===== src/rtl/ddr_arb_pkg.sv =====
// Shared types and widths for the DDR port arbiter.
package ddr_arb_pkg;

  localparam int ADDR_W  = 29;
  localparam int DATA_W  = 64;
  localparam int BURST_W = 8;
  localparam int BE_W    = DATA_W / 8;

  typedef enum logic [1:0] {
    ST_IDLE  = 2'd0,
    ST_RCMD  = 2'd1,
    ST_RDATA = 2'd2,
    ST_WR    = 2'd3
  } arb_state_e;

  // A zero-length request still moves one beat.
  function automatic logic [BURST_W-1:0] eff_burst(input logic [BURST_W-1:0] b);
    return (b == '0) ? BURST_W'(1) : b;
  endfunction

endpackage


===== src/rtl/ddr_arb_rr.sv =====
// Combinational round-robin picker: first pending channel above last_grant, wrapping.
module ddr_arb_rr
  import ddr_arb_pkg::*;
#(
  parameter int NCH = 3,
  parameter int IW  = (NCH > 1) ? $clog2(NCH) : 1
) (
  input  logic [NCH-1:0] pending,
  input  logic [IW-1:0]  last_grant,
  output logic [IW-1:0]  grant,
  output logic           any
);

  logic [IW-1:0] idx;

  // Scan downward so the lowest offset from last_grant is assigned last and wins.
  always_comb begin
    grant = '0;
    any   = 1'b0;
    idx   = '0;
    for (int k = NCH; k >= 1; k--) begin
      idx = IW'((int'(last_grant) + k) % NCH);
      if (pending[idx]) begin
        grant = idx;
        any   = 1'b1;
      end
    end
  end

endmodule


===== src/rtl/ddr_arb.sv =====
// Round-robin arbiter sharing one Avalon-MM DDR port among NCH toggle-handshake clients.
// Handshake: channel i is pending while ch_req[i] != ch_ack[i]; ch_ack[i] flips once its whole burst is done.
module ddr_arb
  import ddr_arb_pkg::*;
#(
  parameter int NCH = 3
) (
  input  logic                    clk,
  input  logic                    reset,
  input  logic                    ram_waitrequest,
  output logic [BURST_W-1:0]      ram_burstcnt,
  output logic [ADDR_W-1:0]       ram_addr,
  input  logic [DATA_W-1:0]       ram_readdata,
  input  logic                    ram_read_ready,
  output logic                    ram_read,
  output logic [DATA_W-1:0]       ram_writedata,
  output logic [BE_W-1:0]         ram_byteenable,
  output logic                    ram_write,
  input  logic [NCH*ADDR_W-1:0]   ch_addr,
  input  logic [NCH*BURST_W-1:0]  ch_burst,
  input  logic [NCH-1:0]          ch_we,
  input  logic [NCH*DATA_W-1:0]   ch_wdata,
  input  logic [NCH*BE_W-1:0]     ch_be,
  input  logic [NCH-1:0]          ch_req,
  output logic [NCH-1:0]          ch_ack,
  output logic [NCH-1:0]          ch_wnext,
  output logic [DATA_W-1:0]       ch_rdata,
  output logic [NCH-1:0]          ch_rvalid,
  output arb_state_e              dbg_state
);

  localparam int IW = (NCH > 1) ? $clog2(NCH) : 1;

  arb_state_e           state_q, state_d;
  logic [IW-1:0]        grant_q, grant_d;
  logic [IW-1:0]        last_grant_q, last_grant_d;
  logic [ADDR_W-1:0]    addr_q, addr_d;
  logic [BURST_W-1:0]   burst_q, burst_d;
  logic                 we_q, we_d;
  logic [BURST_W-1:0]   cnt_q, cnt_d;
  logic [NCH-1:0]       ack_q, ack_d;
  logic [DATA_W-1:0]    rdata_q, rdata_d;
  logic [NCH-1:0]       rvalid_q, rvalid_d;
  logic                 read_q, read_d;
  logic                 write_q, write_d;
  logic                 settled_q, settled_d;

  logic [NCH-1:0]       pending;
  logic [IW-1:0]        pick;
  logic                 pick_any;
  logic                 start;
  logic                 wr_accept;
  logic                 last_beat;

  assign pending   = ch_req ^ ack_q;
  // settled_q guarantees a full IDLE cycle before a grant, spacing ack and next command.
  assign start     = (state_q == ST_IDLE) && settled_q && pick_any;
  assign wr_accept = (state_q == ST_WR) && write_q && !ram_waitrequest;
  assign last_beat = (cnt_q == (burst_q - BURST_W'(1)));

  ddr_arb_rr #(.NCH(NCH), .IW(IW)) u_rr (
    .pending    (pending),
    .last_grant (last_grant_q),
    .grant      (pick),
    .any        (pick_any)
  );

  always_ff @(posedge clk) begin
    if (reset) begin
      state_q      <= ST_IDLE;
      grant_q      <= '0;
      last_grant_q <= IW'(NCH - 1);
      addr_q       <= '0;
      burst_q      <= '0;
      we_q         <= 1'b0;
      cnt_q        <= '0;
      ack_q        <= '0;
      rdata_q      <= '0;
      rvalid_q     <= '0;
      read_q       <= 1'b0;
      write_q      <= 1'b0;
      settled_q    <= 1'b0;
    end else begin
      state_q      <= state_d;
      grant_q      <= grant_d;
      last_grant_q <= last_grant_d;
      addr_q       <= addr_d;
      burst_q      <= burst_d;
      we_q         <= we_d;
      cnt_q        <= cnt_d;
      ack_q        <= ack_d;
      rdata_q      <= rdata_d;
      rvalid_q     <= rvalid_d;
      read_q       <= read_d;
      write_q      <= write_d;
      settled_q    <= settled_d;
    end
  end

  always_comb begin
    state_d = state_q;
    case (state_q)
      ST_IDLE:  if (start) state_d = ch_we[pick] ? ST_WR : ST_RCMD;
      ST_RCMD:  if (!ram_waitrequest) state_d = ST_RDATA;
      ST_RDATA: if (ram_read_ready && last_beat) state_d = ST_IDLE;
      ST_WR:    if (wr_accept && last_beat) state_d = ST_IDLE;
      default:  state_d = ST_IDLE;
    endcase
  end

  always_comb begin
    grant_d      = grant_q;
    last_grant_d = last_grant_q;
    addr_d       = addr_q;
    burst_d      = burst_q;
    we_d         = we_q;
    cnt_d        = cnt_q;
    ack_d        = ack_q;
    rdata_d      = rdata_q;
    rvalid_d     = '0;
    read_d       = read_q;
    write_d      = write_q;
    settled_d    = (state_q == ST_IDLE);
    case (state_q)
      ST_IDLE: begin
        if (start) begin
          grant_d      = pick;
          last_grant_d = pick;
          addr_d       = ch_addr[int'(pick)*ADDR_W +: ADDR_W];
          burst_d      = eff_burst(ch_burst[int'(pick)*BURST_W +: BURST_W]);
          we_d         = ch_we[pick];
          cnt_d        = '0;
          read_d       = !ch_we[pick];
          write_d      = ch_we[pick];
        end
      end
      ST_RCMD: begin
        if (!ram_waitrequest) begin
          read_d = 1'b0;
          cnt_d  = '0;
        end
      end
      ST_RDATA: begin
        if (ram_read_ready) begin
          rdata_d           = ram_readdata;
          rvalid_d[grant_q] = 1'b1;
          cnt_d             = cnt_q + BURST_W'(1);
          if (last_beat) ack_d[grant_q] = ~ack_q[grant_q];
        end
      end
      ST_WR: begin
        if (wr_accept) begin
          cnt_d = cnt_q + BURST_W'(1);
          if (last_beat) begin
            write_d        = 1'b0;
            ack_d[grant_q] = ~ack_q[grant_q];
          end
        end
      end
      default: ;
    endcase
  end

  // Write beat data is steered straight from the granted client.
  always_comb begin
    ch_wnext          = '0;
    ch_wnext[grant_q] = wr_accept;
    ram_writedata     = ch_wdata[int'(grant_q)*DATA_W +: DATA_W];
    ram_byteenable    = (state_q == ST_WR) ? ch_be[int'(grant_q)*BE_W +: BE_W] : '1;
  end

  assign ram_read     = read_q;
  assign ram_write    = write_q;
  assign ram_addr     = addr_q;
  assign ram_burstcnt = burst_q;
  assign ch_ack       = ack_q;
  assign ch_rdata     = rdata_q;
  assign ch_rvalid    = rvalid_q;
  assign dbg_state    = state_q;

endmodule

===== config.mk =====
export PLATFORM = sky130hd
export DESIGN_NAME = ddr_arb
export DESIGN_NICKNAME = d
export VERILOG_FILES = /design/src/rtl/ddr_arb_pkg.sv /design/src/rtl/ddr_arb_rr.sv /design/src/rtl/ddr_arb.sv
export SDC_FILE = /design/constraint.sdc
export NUM_CORES = 1
export LEC_CHECK = 0
export BUFFER_PORTS_ARGS = -buffer_cell sky130_fd_sc_hd__buf_4
export CORE_AREA = 2 2 226 228
export CTS_BUF_LIST = sky130_fd_sc_hd__clkbuf_16
export CTS_CLUSTER_SIZE = 40
export DETAILED_ROUTE_END_ITERATION = 10
export DIE_AREA = 0 0 228 230
export GPL_TIMING_DRIVEN = 0
export PLACE_DENSITY = 0.39
export SYNTH_ARGS = -nofsm -noshare
export SYNTH_HDL_FRONTEND = slang
export SYNTH_SLANG_ARGS = --single-unit

===== constraint.sdc =====
create_clock -name clk -period 3.1 [get_ports clk]
set_input_delay 0.155 -clock clk [delete_from_list [all_inputs] [get_ports clk]]
set_output_delay 0.155 -clock clk [all_outputs]
set_load 0.02 [all_outputs]

======== Word level (Yosys, flattened, before mapping) ========
Cells that the tools add are included.
word-level totals
  register bits after elaboration ......... 124
  bits of input ports ..................... 401
  output and inout port bits .............. 186
  word-level logic and storage cells ...... 112
operators by class
  $add $sub $neg .......................... 5
  multiply operators ...................... 1
  divide/modulo/power cells ............... 3
  order comparisons ....................... 6
  eq/ne operators ......................... 11
  shifts and indexed selects .............. 4
  muxes and demuxes ....................... 43
  bitwise operators ....................... 5
  reductions and logical operators ........ 22
operators by type and width
  operator                                                 number
  variable part select 192 x 9 -> 64 bit                   1
  remainder unit 32 x 3 -> 32 bit (second input constant)  3
  variable part select 87 x 8 -> 29 bit                    1
  two-way mux 8 bit                                        6
  variable part select 24 x 6 -> 8 bit                     2
  one-hot mux 8 bit (4 select lines)                       1
  two-way mux 2 bit                                        8
  < comparator 2 x 3 -> 1 bit (second input constant)      5
  two-way mux 1 bit                                        14
  != test 2 bit (second input constant)                    6
  AND reduction 4 bit                                      3
  binary-select mux 1 bit (select 2 bit)                   5
  two-way mux 3 bit                                        3
  adder 8 x 1 -> 8 bit (second input constant)             1
  == test 8 bit                                            1
  logical NOT 8 bit                                        1
  one-hot mux 2 bit (4 select lines)                       1
  subtractor 8 x 1 -> 8 bit (second input constant)        1
  logical AND 1 bit                                        7
  multiplier 2 x 5 -> 7 bit (second input constant)        1
  adder 2 x 2 -> 3 bit (second input constant)             2
  one-hot mux 3 bit (2 select lines)                       1
  AND reduction 3 bit                                      2
  nonzero test 2 bit                                       3
  15 further kinds                                         21

======== Logic depth before layout (Yosys ltp) ========
Gate-level depths: netlist of run 1.
  depth in word-level cells ............... 12
  gate-level depth with buffers ........... 12
  depth with buffers taken out ............ 8

======== Cells and area by module ========
A second synthesis of run 1 with hierarchy kept.
unflattened totals
  cell total of the unflattened synthesis .. 953
  area total of the unflattened synthesis .. 7,171.9 um^2
modules (own cells, without submodules)
  module      times used  cells each  area an instance (um^2)  seq. area each (um^2)
  ddr_arb     1           926         6,980.4                  2,462.4
  ddr_arb_rr  1           27          191.4                    0.0

======== Least setup slack after synthesis of run 1 ========
Ideal clock, no wire load.
  path kind ............................... flip-flop to flip-flop
  from .................................... register, netlist name grant_q[0]
  to ...................................... register addr_q[9], in the netlist ram_addr[9]
  setup time .............................. 0.128 ns
  arrival time ............................ 2.203 ns
  required time ........................... 2.972 ns
  path slack .............................. 0.770 ns
  stages on the path, launching flop included .. 12
  path buffers ............................ 3
  period minus slack after synthesis ...... 2.330 ns
  cell sequence ........................... dfxtp_1 -> inv_1 -> ha_1 -> nor2_1 -> a21boi_1 -> or2_1 -> clkbuf_1 -> buf_2 -> clkbuf_1 -> a311oi_1 -> a21oi_1 -> nor2_1
RTL lines
  element               line           text
  end signal, assigned  ddr_arb.sv:87  addr_q <= addr_d;
  end, declared         ddr_arb.sv:37  logic [ADDR_W-1:0] addr_q, addr_d;

======== Worst setup path after layout of run 1 ========
  from .................................... register grant_q[1]
  to ...................................... output ram_writedata[19]
on the way
  longest elaborated chain between the ends .. 1
ends and longest elaborated chain
  element                                 line            text
  start, declared                         ddr_arb.sv:35   logic [IW-1:0] grant_q, grant_d;
  start signal, assigned                  ddr_arb.sv:85   grant_q <= grant_d;
  variable part select 192 x 9 -> 64 bit  ddr_arb.sv:168  ram_writedata = ch_wdata[int'(grant_q)*DATA_W +: DATA_W];
  end, declared                           ddr_arb.sv:16   output logic [DATA_W-1:0] ram_writedata,
No other way between the ends.

==> results of run 1 <==
repair_timing:
action,in CTS,in global routing
hold endpoints to repair,65,0
setup endpoints to repair,62,48
hold buffers,65,0
gates resized for setup,13,26
state kept, by name, indices dropped and copies added (netlist names), 2 cells and up:
| register | cells |
|---|---|
| ch_ack | 3 |
| ch_rdata | 64 |
| ch_rvalid | 3 |
| cnt_q | 8 |
| dbg_state | 2 |
| grant_q | 2 |
| ram_addr | 29 |
| ram_burstcnt | 8 |
final cells by class:
type	count	area [um^2]	area share, %
buffer	90	405.4	2.939
inverter	11	41.29	0.2993
antenna	3	7.507	0.05442
timing repair buffer	651	5050	36.61
sequential	123	2464	17.86
clock inverter	15	138.9	1.007
tap	672	840.8	6.095
multi-input combinational	785	4422	32.05
clock buffer	17	425.4	3.084
layout by cell type (no fill, tap or decap), types with 4 or more instances in the layout:
| cell | n |
|---|---|
| nand2b_1 | 5 |
| ha_1 | 4 |
| a311oi_1 | 30 |
| nor4_1 | 5 |
| dfxtp_1 | 122 |
| clkbuf_2 | 20 |
| dlygate4sd3_1 | 67 |
| nand2_1 | 218 |
| inv_1 | 11 |
| nand3_1 | 42 |
| buf_2 | 6 |
| clkbuf_1 | 54 |
| a211oi_1 | 7 |
| o31a_1 | 6 |
| xnor2_1 | 10 |
| mux2i_1 | 74 |
| a21oi_1 | 118 |
| or4_1 | 6 |
| a31oi_1 | 5 |
| buf_4 | 587 |
| nor3b_1 | 4 |
| o21ai_0 | 105 |
| nor2_1 | 58 |
| o31ai_1 | 5 |
| inv_6 | 5 |
| buf_1 | 4 |
| clkbuf_16 | 17 |
| nor3_1 | 38 |
| o21ai_1 | 4 |
worst register-to-register path: stages (launching register included):
cell and delay [ps]:
dfxtp_2 430, inv_1 100, ha_1 360, or3_1 410, o21ai_1 330, clkbuf_2 330, o21ai_1 100, a31oi_2 340
o32ai_1 160, a211oi_1 210
cell families after synthesis:
| family | after synthesis |
|---|---|
| AO/OA/AOI/OAI | 303 |
| XOR/XNOR | 14 |
| adder cells (fa/ha/maj) | 4 |
| buffers and inverters | 101 |
| flip-flops | 123 |
| multiplexers | 74 |
| AND/OR/NAND/NOR | 390 |
worst paths after layout:
kind                        startpoint                      endpoint  slack (ps)  cells past startpoint
min reg2reg  ch_rdata[18]$_SDFFE_PP0P_     ch_rdata[18]$_SDFFE_PP0P_         450                      2
max reg2reg    grant_q[0]$_SDFFE_PP0P_     dbg_state[1]$_SDFFE_PP0P_         240                      9
max            grant_q[1]$_SDFFE_PP0P_             ram_writedata[19]         200                      7
min                        ch_burst[8]  ram_burstcnt[0]$_SDFFE_PP0P_         110                      4
power by group:
group / leakage (nW) / internal, mW / switching (mW)
Clock: 0.270 / 1.11 / 0.849
Combinational: 4.40 / 1.77 / 2.76
Sequential: 0.999 / 1.85 / 0.208
Total: 5.67 / 4.74 / 3.82
metal layers:
metal	part of all wire, %	track usage [%]	up-vias
li1	-	-	4921
met1	38	19.04	4717
met2	53	33.13	397
met3	5.9	4.179	50
met4	2.9	6.618	2
met5	0.033	0	-
per-stage QoR:
stage / setup WS (ps) / TNS [ps] / power (mW) / instance area (um^2)
floorplan: 769.7 / 0 / 4.501 / 7261
global placement: -187.3 / -885.0 / 6.537 / 12500
detailed placement: -187.5 / -1995 / 6.550 / 12500
CTS: 19.12 / 0 / 8.657 / 13750
global route: 56.60 / 0 / 9.126 / 13790
finish: 204.1 / 0 / 8.556 / 13790
==> out/results.ini, run 1 <==
[routing]
vias = 10090
route.detailed.drc = 0
dr.pass1.iters = 4
post_drt_wl_per_cell_um = 20.32
drt-total-wl_mm = 48.09
ant_nets = 0
viasPerCell = 4.262
drt_iter0_markers = 469

[yosys]
synthTopCellsByCount = nand2_1, dfxtp_1, a21oi_1
synth_top_area_share_pct = 33.91
synth_cell_types = 58
synth_top_flop_cell = dfxtp_1
yosys_warnings = 0
async_flop_share_pct = 0
yosys-top-cells-area = dfxtp_1, nand2_1, mux2i_1, a21oi_1, o21ai_0
synthMostInstantiatedCell = nand2_1
synth-simple-area-share_pct = 23.28
netlist_area_um2 = 7261
ys_seq_elements = 123
avgSynthCellArea_um2 = 7.196
ys_seq_area_share_pct = 33.91
synth-edff-count = 0
synth_top_family_by_area = compound AO/OA/AOI/OAI gates
synth.largest_area_cell = dfxtp_1
synth_compound_area_share_pct = 24.47
synthAdderAreaFrac_pct = 0.6893
synthMuxAreaShare_pct = 10.20
synth_xor_area_share_pct = 1.792
netlist_instances = 1009
synth_fp_nets = 1414

[sta]
max_slew.worst_pin.slew_ps = 982.7
max_freq_ghz = 0.3453
grt_setup_unrepaired = no
hold_slack_ps = 106.1
setup_viol = 0
relSlewSlack_pct = 34.49
hold_viol_final = 0
post-route-period-util_pct = 93.41
fin_crit_ps = 2896
clock_skew_ps = 7.281
drv_slew = 0

[clocking]
cts_setup_buffers = 0
cts_root_buf = clkbuf_16
cts_tree = built
cts.htree.levels = 4
cts_buffers = 17
clk_latency_ps = 440
clkTransAtPathRegs_ps = 60
clock_sinks = 123
clock_path_buffers = 2

[final_layout]
utilization_pct = 27.66
layout-drive-gt1-share_pct = 39.13
final_cells = 2367
n_fill_cell = 5588
area_growth_pct = 89.99
nNetsFinal = 2084

[global_routing]
grt_overflow = 0
gr-usage-all-layers_pct = 17.62
grt_pass1_vias = 10400
grt_max_degree = 17
grt_pass1_wl_mm = 69.03
antenna_found_initial = 3

[job]
maxCapViolations = 0

[floorplan]
fp.dieW_um = 228
start_util_pct = 14.56
die_area_um2 = 52440
num_rows = 82
io_pins = 587
die_h_um = 230
core_area_um2 = 49860

[setup_path]
path_class = register to output pin
cp.required_ps = 2940
end_kind = output pin
cp_cell_sequence = buf_4, nor2b_1, clkbuf_1, clkbuf_2, nand2_1, o21ai_0, buf_4
critPathBufInv = 4
cp.arrival_ps = 2740
critPathTopFamily = buffers and inverters
crit_path_frequent_cell = buf_4
cp-start-kind = register
slowest_stage = dfxtp_1
cpPeakStageDelay_ps = 480
critPathMaxFanout = 10

[placement]
numPortBuffers = 586
gp_congestion = 0.9643
detailedPlacementHpwl_mm = 39.41
dpl.cell_count = 2267

[min_path]
min_path_type = primary input to register

[status]
status = completed

[power_and_ir_drop]
leakage_nw = 5.668
peakVddDrop_mv = 0.2594
pwr_density_cell_nw_per_um2 = 620.2

No activity file was read; power rests on OpenSTA's default activity.
==> inputs of run 2 (changes only) <==
--- a/config.mk
+++ b/config.mk
@@ -12,6 +12,7 @@
 export DETAILED_ROUTE_END_ITERATION = 10
 export DIE_AREA = 0 0 228 230
 export GPL_TIMING_DRIVEN = 0
+export MAX_ROUTING_LAYER = met4
 export PLACE_DENSITY = 0.39
 export SYNTH_ARGS = -nofsm -noshare
 export SYNTH_HDL_FRONTEND = slang
==> run 2 against run 1 <==
Flip-flop and latch count unchanged. Global-route usage grew 0.38 points. Die area unchanged. Critical endpoint is now ram_writedata[21].
==> out/results.ini, run 2 (same netlist as run 1, synthesis figures left out) <==
[sta]
max_slew.worst_pin.slew_ps = 919.5
drv_slew = 0
max_freq_ghz = 0.3452
clock_skew_ps = 12.42
grt_setup_unrepaired = no
setup_viol = 0
worst_slack_ps = 203.4
relSlewSlack_pct = 38.70
fin_crit_ps = 2897
hold_viol_final = 0
post-route-period-util_pct = 93.44

[clocking]
clock_sinks = 123
cts_buffers = 17
cts_tree = built
clk_latency_ps = 440
clock_path_buffers = 2
cts_root_buf = clkbuf_16
cts.htree.levels = 4
clkTransAtPathRegs_ps = 60

[global_routing]
grt_pass1_vias = 10310
grt_pass1_wl_mm = 68.74
grt_max_degree = 17
gr-usage-all-layers_pct = 18.01
grt_overflow = 0
antenna_found_initial = 5

[floorplan]
fp.dieW_um = 228
io_pins = 587
num_rows = 82
die_area_um2 = 52440
core_area_um2 = 49860
start_util_pct = 14.56
die_h_um = 230

[power_and_ir_drop]
leakage_nw = 5.657
power_frac_clock_pct = 23.4
power.internal_mw = 4.798
power_mw = 8.574
peakVddDrop_mv = 0.2784
pwr_density_cell_nw_per_um2 = 621.6
combPwrFrac_pct = 52.6
seqPwrFrac_pct = 24.0
switching_share_pct = 44.04
p_switching_mw = 3.776

[min_path]
min_to = last_grant_q[1]$_SDFFE_PP1P_
hold_depth = 3
hold_start = reset
min_path_type = primary input to register

[final_layout]
final_cells = 2368
layout_commonest_cell = buf_4
largest_reg_flops = 64
layout_common_cells = buf_4, nand2_1, dfxtp_1, a21oi_1, o21ai_0
nNetsFinal = 2083
layout-drive-gt1-share_pct = 38.79
area_growth_pct = 89.97
n_fill_cell = 5664

[routing]
drt-total-wl_mm = 47.85
ant_nets = 0
route.detailed.drc = 0
post_drt_wl_per_cell_um = 20.21
dr.pass1.iters = 5
vias = 10030
viasPerCell = 4.235
drt_iter0_markers = 399

[job]
maxCapViolations = 0

[setup_path]
cp.required_ps = 2940
end_kind = output pin
cp.arrival_ps = 2740
cpPeakStageDelay_ps = 470
worst_r2r_path_depth = 9
critPathTopFamily = buffers and inverters
path_class = register to output pin
cp-start-kind = register
slowest_stage = dfxtp_1
rr_endpoint = dbg_state[1]$_SDFFE_PP0P_
critPathMaxFanout = 10
reg2reg_from = grant_q[0]$_SDFFE_PP0P_
rrSetupSlack_ps = 260
critPathBufInv = 4
cp_cell_sequence = buf_4, nor2b_1, clkbuf_1, clkbuf_1, nand2_1, o21ai_0, buf_4

[placement]
detailedPlacementHpwl_mm = 39.60
numPortBuffers = 586
pre_cts_slack_ps = -181.1
dpl.cell_count = 2267
gp_congestion = 0.9752

[status]
status = completed

-- run 2: cell count changes in the layout (fill, tap and decap cells not counted), sizes merged --
| cell | change |
|---|---|
| clkinv | +2 |
| dlygate4sd3 | -1 |
| diode | +2 |
| clkbuf | -1 |
| bufinv | +1 |
| buf | +1 |
| inv | -3 |
-- run 2: per-layer routing --
layer	GRT usage [%]	share of wire, %
met5	-	0
met3	3.968	5.7
met4	6.168	2.1
met1	18.79	39
met2	33.32	54
-- run 2: power by group through the flow --
stage	registers [mW]	logic, mW	clock network, mW
finish	2.06	4.51	2.00
global route	2.10	4.90	2.13
CTS	2.06	4.55	2.07
detailed placement	2.09	4.46	0
global placement	2.08	4.45	0
floorplan	2.35	2.15	0
-- run 2: how the worst max path moves through the flow --
| stage | startpoint | end | slack, ps | cells past startpoint |
|---|---|---|---|---|
| floorplan | grant_q[0]$_SDFFE_PP0P_ | ram_addr[9]$_SDFFE_PP0P_ | 770 | 11 |
| global placement | grant_q[0]$_SDFFE_PP0P_ | dbg_state[1]$_SDFFE_PP0P_ | -170 | 9 |
| detailed placement | grant_q[0]$_SDFFE_PP0P_ | dbg_state[1]$_SDFFE_PP0P_ | -180 | 9 |
| CTS | grant_q[0]$_SDFFE_PP0P_ | ram_addr[10]$_SDFFE_PP0P_ | 30 | 10 |
| global route | grant_q[1]$_SDFFE_PP0P_ | ram_writedata[41] | 20 | 7 |
| finish | grant_q[1]$_SDFFE_PP0P_ | ram_writedata[21] | 200 | 7 |
-- run 2: area by class of cell --
cell class	instances	area [um^2]	share of cell area (%)
flip-flops and latches	123	2464	17.86
clock inverters	15	151.4	1.098
clock buffers	17	425.4	3.084
well taps	672	840.8	6.096
multi-input cells	785	4422	32.06
inverters	11	41.29	0.2993
diodes	5	12.51	0.09071
repair buffers	650	5040	36.54
plain buffers	90	396.6	2.876
-- run 2: stage by stage --
step	cell area, um^2	hold WS, ps	util, %	TNS (ps)
5_1_grt	13790	51.28	27.66	0
4_1_cts	13750	4.786	27.57	0
3_5_place_dp	12500	411.1	25.07	-2165
2_1_floorplan	7261	291.0	-	0
3_3_place_gp	12500	404.9	25.07	-760.5
6_report	13790	36.05	27.66	0
-- run 2: worst reg2reg max path, delay by kind of cell (launching register included) --
kind	cells	cell delay [ps]
and+or+nand+nor	1	410
DFF	1	410
buffers and inverters	2	420
adders and majority gates	1	360
AOI/OAI and AO/OA	5	1140
-- run 2: what timing repair did --
| action | 4_1_cts | 5_1_grt |
|---|---|---|
| hold buffers | 64 | 0 |
| buffers inserted | 0 | 0 |
| resized for setup | 12 | 17 |
| endpoints found under the setup margin | 55 | 48 |
| hold endpoints to repair | 64 | 0 |
| pin swaps | 0 | 0 |
==> inputs of run 3 (changes only) <==
--- a/config.mk
+++ b/config.mk
@@ -13,7 +13,7 @@
 export DIE_AREA = 0 0 228 230
 export GPL_TIMING_DRIVEN = 0
 export MAX_ROUTING_LAYER = met4
-export PLACE_DENSITY = 0.39
+export PLACE_DENSITY = 0.35
 export SYNTH_ARGS = -nofsm -noshare
 export SYNTH_HDL_FRONTEND = slang
 export SYNTH_SLANG_ARGS = --single-unit
==> run 3 against run 2 <==
Cell count unchanged. First-iteration DRC count decreased by 9.8%. Design area decreased by 0.14%. Power about the same. Via count increased by 0.81%. Critical endpoint is now ram_burstcnt[0]$_SDFFE_PP0P_. Largest cell class unchanged. Largest power group unchanged.
==> out/results.ini, run 3 (same netlist as run 1, synthesis figures left out) <==
[status]
status = completed

[placement]
detailedPlacementHpwl_mm = 41.08
dpl_cell_area_um2 = 12500
pre_cts_slack_ps = -199.6
gp_congestion = 0.9657
numPortBuffers = 586

[final_layout]
layout_common_cells = buf_4, nand2_1, dfxtp_1, a21oi_1, o21ai_0
n_fill_cell = 5667
nNetsFinal = 2083
final_area_um2 = 13770
layout-drive-gt1-share_pct = 38.68
layout_commonest_cell = buf_4
largest_reg_flops = 64
area_growth_pct = 89.71

[power_and_ir_drop]
peakVddDrop_mv = 0.3071
leakage_nw = 5.646
pwr_density_cell_nw_per_um2 = 622.1

[floorplan]
die_h_um = 230
core_area_um2 = 49860
start_util_pct = 14.56
fp.dieW_um = 228
die_area_um2 = 52440
io_pins = 587
num_rows = 82

[sta]
max_freq_ghz = 0.3467
post-route-period-util_pct = 93.04
clock_skew_ps = 10.06
drv_slew = 0
worst_slack_ps = 215.9
hold_viol_final = 0
fin_crit_ps = 2884
setup_viol = 0
relSlewSlack_pct = 40.34
max_slew.worst_pin.slew_ps = 891.6

[global_routing]
grt_pass1_wl_mm = 71.24
grt_max_degree = 17
grt_pass1_vias = 10610
gr-usage-all-layers_pct = 18.75
grt_overflow = 0
antenna_found_initial = 5

[routing]
vias = 10110
drt-total-wl_mm = 49.49
drt_iter0_markers = 360
ant_nets = 0
viasPerCell = 4.269
route.detailed.drc = 0
post_drt_wl_per_cell_um = 20.90
dr.pass1.iters = 4

[setup_path]
end_kind = register
worst-path-stages = 7
cp.required_ps = 3420
slowest_stage = xnor2_1
critPathBufInv = 1
path_class = register to register
cp.arrival_ps = 3210
critPathMaxFanout = 10
worst_r2r_path_depth = 7
critPathTopFamily = compound AO/OA/AOI/OAI gates
cp-start-kind = register
cp_cell_sequence = xnor2_1, o21a_1, clkbuf_1, nand2_1, a21oi_1, nor4_1, o221a_2
cpPeakStageDelay_ps = 700

[min_path]
min_path_type = primary input to register
hold_depth = 3

[clocking]
clock_path_buffers = 2
cts_tree = built
cts_setup_buffers = 0
cts_buffers = 17
clock_sinks = 123
clk_latency_ps = 430
cts.htree.levels = 4
clkTransAtPathRegs_ps = 60
cts_root_buf = clkbuf_16

[job]
maxCapViolations = 0

-- run 3: cell count changes in the layout (fill, tap and decap cells not counted), sizes merged --
cell	before	now
clkinvlp	3	5
clkbuf	91	90
clkinv	7	3
inv	14	16
buf	599	600
-- run 3: worst reg2reg max path, cell delays in order (launching register included) --
cell and delay, ps:
dfxtp_1 400, xnor2_1 710, o21a_1 390, clkbuf_1 460
nand2_1 280, a21oi_1 220, nor4_1 80, o221a_2 230
-- run 3: layout make-up --
class,count,area (um^2),share of cell area (%)
multi-input combinational,785,4407,31.99
clock buffer,17,425.4,3.088
clock inverter,15,150.1,1.090
timing repair buffer,650,5040,36.59
inverter,11,41.29,0.2998
sequential,123,2464,17.89
antenna,5,12.51,0.09083
buffer,90,394.1,2.861
tap,672,840.8,6.104
-- run 3: routing by layer --
| metal | track usage (%) | vias to the layer above | wire [um] |
|---|---|---|---|
| met5 | - | - | 0 |
| met4 | 6.127 | 0 | 1301 |
| met3 | 4.365 | 45 | 2966 |
| met2 | 34.45 | 384 | 26140 |
| met1 | 19.72 | 4765 | 19080 |
| li1 | - | 4915 | - |
-- run 3: stage by stage --
step                util [%]  power [mW]  instances  setup TNS [ps]  hold slack (ps)
floorplan                  -       4.501       1009               0            291.0
global placement       25.07       6.579       2267          -898.7            403.3
detailed placement     25.07       6.571       2267           -2311            411.0
CTS                    27.57       8.708       2363               0            13.01
global route           27.62       9.133       2368          -15.25            46.31
finish                 27.62       8.569       2368               0            37.03
-- run 3: timing repair --
item / 4_1_cts / 5_1_grt
endpoints found under the hold margin: 64 / 0
resized for setup: 12 / 13
hold buffers: 64 / 0
gates cloned: 0 / 0
endpoints found under the setup margin: 56 / 48
-- run 3: worst paths after layout --
kind,startpoint,end,slack [ps]
worst max register to register,ch_ack[0]$_SDFFE_PP0P_,ram_burstcnt[0]$_SDFFE_PP0P_,220
worst min-delay path,reset,last_grant_q[1]$_SDFFE_PP1P_,40
worst min register to register,ch_rdata[14]$_SDFFE_PP0P_,ch_rdata[14]$_SDFFE_PP0P_,450
worst max-delay path,ch_ack[0]$_SDFFE_PP0P_,ram_burstcnt[0]$_SDFFE_PP0P_,220
-- run 3: report_power, final --
part	total [mW]	switching, mW	internal, mW
clock	1.99	0.812	1.18
sequential	2.07	0.215	1.85
combinational	4.51	2.76	1.75
